File: config.mk
export PLATFORM = sky130hd
export DESIGN_NAME = pipe_hazard_ctrl
export DESIGN_NICKNAME = d
export VERILOG_FILES = /design/src/rtl/pipe_hazard_ctrl.sv
export SDC_FILE = /design/constraint.sdc
export NUM_CORES = 1
export LEC_CHECK = 0
export ABC_AREA = 1
export ABC_CLOCK_PERIOD_IN_PS = 1900
export CAP_MARGIN = 0
export CORE_UTILIZATION = 25
export CTS_CLUSTER_DIAMETER = 120
export DETAILED_ROUTE_END_ITERATION = 12
export PLACE_DENSITY = 0.73
export SLEW_MARGIN = 25
export SYNTH_ARGS = -nofsm -noshare
export SYNTH_HDL_FRONTEND = slang
export SYNTH_SLANG_ARGS = --single-unit
File: constraint.sdc
create_clock -name clk -period 1.9 [get_ports clk]
set_input_delay 0.38 -clock clk [delete_from_list [all_inputs] [get_ports clk]]
set_output_delay 0.38 -clock clk [all_outputs]
set_load 0.1 [all_outputs]
File: src/rtl/pipe_hazard_ctrl.sv
// Stall/flush sequencer for the 5-stage RV32 pipeline: load-use, branch, MDU and dmem-wait hazards.
// Optional perf counters are built when PIPE_HAZARD_PERF_CNT_EN is defined.
module pipe_hazard_ctrl #(
  parameter int unsigned MDU_TIMEOUT = 64,
  parameter int unsigned CNT_W       = 32
) (
  input  logic             clk,
  input  logic             reset,
  input  logic [4:0]       id_rs1,
  input  logic [4:0]       id_rs2,
  input  logic             id_uses_rs1,
  input  logic             id_uses_rs2,
  input  logic             ex_memread,
  input  logic [4:0]       ex_rd,
  input  logic             ex_branch_taken,
  input  logic             ex_mdu_op,
  input  logic             mdu_done,
  input  logic             mem_req,
  input  logic             mem_ready,
  output logic             pc_we,
  output logic             ifid_we,
  output logic             ifid_flush,
  output logic             idex_we,
  output logic             idex_flush,
  output logic             exmem_bubble,
  output logic             mdu_start,
  output logic             mdu_err,
  output logic [CNT_W-1:0] perf_stall_cnt,
  output logic [CNT_W-1:0] perf_flush_cnt
);

  localparam int unsigned TO_W = $clog2(MDU_TIMEOUT + 1);

  typedef enum logic {
    RUN      = 1'b0,
    MDU_BUSY = 1'b1
  } state_e;

  state_e          state_q, state_d;
  logic [TO_W-1:0] to_cnt_q, to_cnt_d;

  logic freeze;
  logic rs1_hit;
  logic rs2_hit;
  logic load_use;
  logic to_hit;

  assign freeze   = mem_req & ~mem_ready;
  assign rs1_hit  = id_uses_rs1 & (id_rs1 == ex_rd);
  assign rs2_hit  = id_uses_rs2 & (id_rs2 == ex_rd);
  assign load_use = ex_memread & (ex_rd != 5'd0) & (rs1_hit | rs2_hit);
  assign to_hit   = (to_cnt_q == TO_W'(MDU_TIMEOUT));

  always_ff @(posedge clk) begin
    if (reset) begin
      state_q  <= RUN;
      to_cnt_q <= '0;
    end else begin
      state_q  <= state_d;
      to_cnt_q <= to_cnt_d;
    end
  end

  // A frozen cycle holds both state and timeout count.
  always_comb begin
    state_d  = state_q;
    to_cnt_d = to_cnt_q;
    if (!freeze) begin
      unique case (state_q)
        RUN: begin
          if (!ex_branch_taken && ex_mdu_op) begin
            state_d  = MDU_BUSY;
            to_cnt_d = '0;
          end
        end
        MDU_BUSY: begin
          if (mdu_done || to_hit) begin
            state_d  = RUN;
            to_cnt_d = '0;
          end else begin
            to_cnt_d = to_cnt_q + TO_W'(1);
          end
        end
        default: begin
          state_d  = RUN;
          to_cnt_d = '0;
        end
      endcase
    end
  end

  always_comb begin
    pc_we        = 1'b1;
    ifid_we      = 1'b1;
    ifid_flush   = 1'b0;
    idex_we      = 1'b1;
    idex_flush   = 1'b0;
    exmem_bubble = 1'b0;
    mdu_start    = 1'b0;
    mdu_err      = 1'b0;
    if (reset) begin
      pc_we        = 1'b0;
      ifid_we      = 1'b0;
      idex_we      = 1'b0;
      ifid_flush   = 1'b1;
      idex_flush   = 1'b1;
      exmem_bubble = 1'b1;
    end else if (freeze) begin
      pc_we   = 1'b0;
      ifid_we = 1'b0;
      idex_we = 1'b0;
    end else begin
      unique case (state_q)
        RUN: begin
          if (ex_branch_taken) begin
            ifid_flush = 1'b1;
            idex_flush = 1'b1;
          end else if (ex_mdu_op) begin
            mdu_start    = 1'b1;
            pc_we        = 1'b0;
            ifid_we      = 1'b0;
            idex_we      = 1'b0;
            exmem_bubble = 1'b1;
          end else if (load_use) begin
            pc_we      = 1'b0;
            ifid_we    = 1'b0;
            idex_flush = 1'b1;
          end
        end
        MDU_BUSY: begin
          if (mdu_done) begin
            mdu_err = 1'b0;
          end else if (to_hit) begin
            mdu_err = 1'b1;
          end else begin
            pc_we        = 1'b0;
            ifid_we      = 1'b0;
            idex_we      = 1'b0;
            exmem_bubble = 1'b1;
          end
        end
        default: begin
          pc_we   = 1'b0;
          ifid_we = 1'b0;
          idex_we = 1'b0;
        end
      endcase
    end
  end

`ifdef PIPE_HAZARD_PERF_CNT_EN
  logic [CNT_W-1:0] stall_cnt_q;
  logic [CNT_W-1:0] flush_cnt_q;

  // Both counters stick at all-ones rather than wrapping.
  always_ff @(posedge clk) begin
    if (reset) begin
      stall_cnt_q <= '0;
      flush_cnt_q <= '0;
    end else begin
      if (!pc_we && (stall_cnt_q != '1)) begin
        stall_cnt_q <= stall_cnt_q + CNT_W'(1);
      end
      if ((ifid_flush || idex_flush) && (flush_cnt_q != '1)) begin
        flush_cnt_q <= flush_cnt_q + CNT_W'(1);
      end
    end
  end

  assign perf_stall_cnt = stall_cnt_q;
  assign perf_flush_cnt = flush_cnt_q;
`else
  assign perf_stall_cnt = '0;
  assign perf_flush_cnt = '0;
`endif

endmodule

* After elaboration in Yosys (flattened, before gate mapping) *
Cells that the tools add are included.

storage, ports and cells
  logic and storage cells = 64
  bits in registers = 8
  output and inout bits = 72

operators by class
  add/subtract/negate cells = 1
  bitwise operators = 9
  equality and inequality tests = 4
  reductions and logical operators = 5
  multiplexer cells = 43

operators with widths
  operator                                                       count
  1-bit two-way mux                                              36
  7-bit two-way mux                                              2
  7-bit case mux with 2 select lines                             1
  5-bit equality test                                            2
  1-bit case mux with 2 select lines                             4
  7-bit by 1-bit adder with 7-bit output, second input constant  1
  7-bit equality test, second input constant                     1
  1-bit AND                                                      5
  5-bit nonzero test                                             1
  1-bit inverter                                                 3
  2-bit != test, second input constant                           1
  2-bit AND reduction                                            1
  1-bit logical AND                                              1
  1-bit zero test                                                1
  1-bit logical OR                                               1
  1-bit bitwise OR                                               1

* Logic depth before layout (Yosys ltp) *
  word-level depth = 10
  depth in mapped cells = 10

* Least setup slack after synthesis *
OpenSTA, ideal clock, no wires.

  path kind = input to output
  from = in mem_req
  to = out mdu_err
  cell stages on the path = 5
  path buffers = 0
  data arrival time = 3518 ps
  path slack = -1998 ps
  required time = 1520 ps
  cell sequence = inv_1 nor2_4 inv_2 nand2_1 nor4_1

on the way
  word-level cells in the longest chain between the ends = 3

ends and longest elaborated chain
  element            line  RTL
  from (decl)        18    input logic mem_req,
  1-bit AND          48    assign freeze = mem_req & ~mem_ready;
  1-bit two-way mux  108   end else if (freeze) begin
  1-bit two-way mux  101   if (reset) begin
  to (decl)          27    output logic mdu_err,

No other way between the ends.

* Final worst setup path *
  from = reg to_cnt_q[0]
  to = out mdu_err

on the way
  word-level cells in the longest chain between the ends = 6

ends and longest elaborated chain
  element                 line  RTL
  from (decl)             40    logic [TO_W-1:0] to_cnt_q, to_cnt_d;
  from (signal assigned)  60    to_cnt_q <= to_cnt_d;
  7-bit equality test     52    assign to_hit = (to_cnt_q == TO_W'(MDU_TIMEOUT));
  1-bit two-way mux       133   end else if (to_hit) begin
  1-bit two-way mux       131   if (mdu_done) begin
  1-bit two-way mux       113   unique case (state_q)
  1-bit two-way mux       108
  1-bit two-way mux       101

No other way between the ends.

==> impl_metrics.yaml <==
run_status:
  status: "completed"
timing:
  slew_violations: 0
  rsz0062_at_grt: "yes"
  hold_viol: 0
  timing.final.crit_share_pct: 99.4
  finalSetupViolCount: 0
  final.min_clock_period_ns: 1.89
  final.setup_skew_ns: 0.00306
  setup_slack_ns: 0.0110
  clock.fmax_mhz: 529
clock_network:
  clock_sinks: 8
  cts.reportedPaths.clkPinSlew_ns: 0.04
  numCtsBuffers: 3
  cts_tree: "yes"
  postCtsHoldBufs: 0
  clock_latency_ns: 0.22
  clock-root-buffer: "clkbuf_8"
  cts_buffer_depth: 2
  cts.htree.levels: 1
logic_synthesis:
  yosysTopAreaCellShare_pct: 39.1
  avgSynthCellArea_sq_um: 6.06
  ys_ff_latch: 8
  syn_area_sq_um: 1250
  yosysTopAreaCell: "buf_4"
  ys_warn_count: 0
  synthCells: 206
  synth.area.top_cells: "buf_4 (39%), nand2_1 (15%), dfxtp_1 (13%)"
  synth_seq_area_share_pct: 12.8
  yosysUniqueCellTypes: 22
final_layout:
  diodes: 0
  area_delta_synth_final_pct: 34.9
  fin_util_pct: 35.4
  final_cell_mix: "conb_1 (64), nand2_1 (41), inv_1 (21)"
  final_common_cell: "conb_1"
  fillers: 521
  finalNetCount: 282
  final_cells: 320
  drive_above_1_share_pct: 25.7
detailed_routing:
  ant_nets: 0
  wl_per_cell_um: 7.82
  viasPerCell: 3.58
  drc: 0
  routed_wl_um: 2500
  initialDrtViolationCount: 55
  first_pass_iters: 4
  routed-via-count: 1145
placement:
  dpl_worst_slack_ns: -0.320
  dp_cells: 314
  port_buffers: 32
  gp_congestion: 0.857
  dp_hpwl_um: 2160
hold_path:
  hold_path_class: "flip-flop to flip-flop"
setup_path:
  cp_max_fo: 3
  critPathLaunchType: "flip-flop"
  endpoint_kind: "output pin"
  cp_data_arrival_time_ns: 1.51
  cp_slowest_stage_delay_ns: 0.32
  cp_slowest_cell: "dfxtp_2"
  cp.required_ns: 1.52
  worstPathCellList: "inv_2 > ha_4 > nand4_1 > buf_4 > nor4_4 > buf_12"
  critPathKind: "flip-flop to output pin"
pwr:
  power.density_nw_per_um2: 722
  leakage_nw: 0.896
  peakVddDrop_uv: 296
floorplan:
  rows: 25
  io_pins: 97
  die-area_sq_um: 5280
  die_y_um: 72.6
  start_util_pct: 26.2
  die_width_um: 72.6
  fp.coreArea_sq_um: 4750
grt:
  grt-ovfl-total: 0
  grt_max_degree: 8
  grt_pass1_wl_um: 4060
  antenna_found_initial: 0
  track_usage_pct: 9.50
  grt_pass1_vias: 1039
job:
  cap_violations: 0
## worst paths after layout
path              cells after the start          end  slack [ns]   startpoint
setup / recovery                      6      mdu_err        0.01  to_cnt_q[0]
hold / removal                        3  to_cnt_q[5]        0.53  to_cnt_q[5]
setup reg to reg                      9  to_cnt_q[5]        0.48      state_q
hold reg to reg                       3  to_cnt_q[5]        0.53  to_cnt_q[5]
## area by class of cell
type	instances	area (sq um)	share of cell area [%]
Timing Repair Buffer	46	463	27.5
Multi-Input combinational cell	165	811	48.2
Inverter	31	120	7.14
Tap cell	67	83.8	4.98
Sequential cell	8	164	9.74
Clock buffer	3	41.3	2.45
## flip-flops by register name, summed over array words and instances, names as in the netlist
name and count:
to_cnt_q 7, state_q 1
## synthesized netlist by cell type (all sizes together)
cell type / n
nand3: 10
buf: 65
xor2: 1
o31ai: 1
inv: 31
or2: 1
o211ai: 1
a21oi: 4
dfxtp: 8
conb: 1
o21bai: 1
nor2: 22
nand4: 1
nor4: 2
nand2: 51
o21ai: 4
ha: 2
## per-stage QoR
step	hold WS, ns	instance area [sq um]	TNS [ns]	power (mW)
2_1_floorplan	0.442	1560	-1.77	0.993
3_3_place_gp	0.476	1630	-0.993	1.02
3_5_place_dp	0.489	1630	-1.13	1.02
4_1_cts	0.522	1680	0	1.22
5_1_grt	0.567	1680	-0.250	1.27
6_report	0.527	1680	0	1.21
## power by group
group	switching [mW]	internal [mW]	total [mW]	leakage [nW]
registers	0.00298	0.170	0.173	0.0661
logic	0.724	0.118	0.842	0.809
clock network	0.0629	0.137	0.200	0.0216
total	0.790	0.425	1.21	0.896
## per-layer routing
layer	vias to the layer above	share of wire [%]	track usage (%)	wire length (um)
li1	585	-	-	-
met1	507	37	9.94	919
met2	51	54	18.7	1360
met3	2	8.1	2.35	202
met4	0	0.76	2.40	19
met5	-	0	0	0
## cells by family after synthesis
logic type	synth area share [%]
fa+ha+maj	2.01
buf+inv	48.4
flops	12.8
compound gates	5.32
xor+xnor	0.702
other cells	0.301
simple gates	30.4
## worst max-delay path: cells and delay by family (launching register included)
kind / cells / cell delay, ns
fa+ha+maj: 1 / 0.12
flops: 1 / 0.32
simple gates: 2 / 0.38
buf+inv: 3 / 0.47
## repair_timing
action,4_1_cts,5_1_grt
gates resized for setup,39,18
setup buffers,2,1
pin swaps,22,13
endpoints found under the setup margin,6,5
cloned,0,0
hold endpoints to repair,0,0
Note: power is estimated with default switching activity, not from simulation.
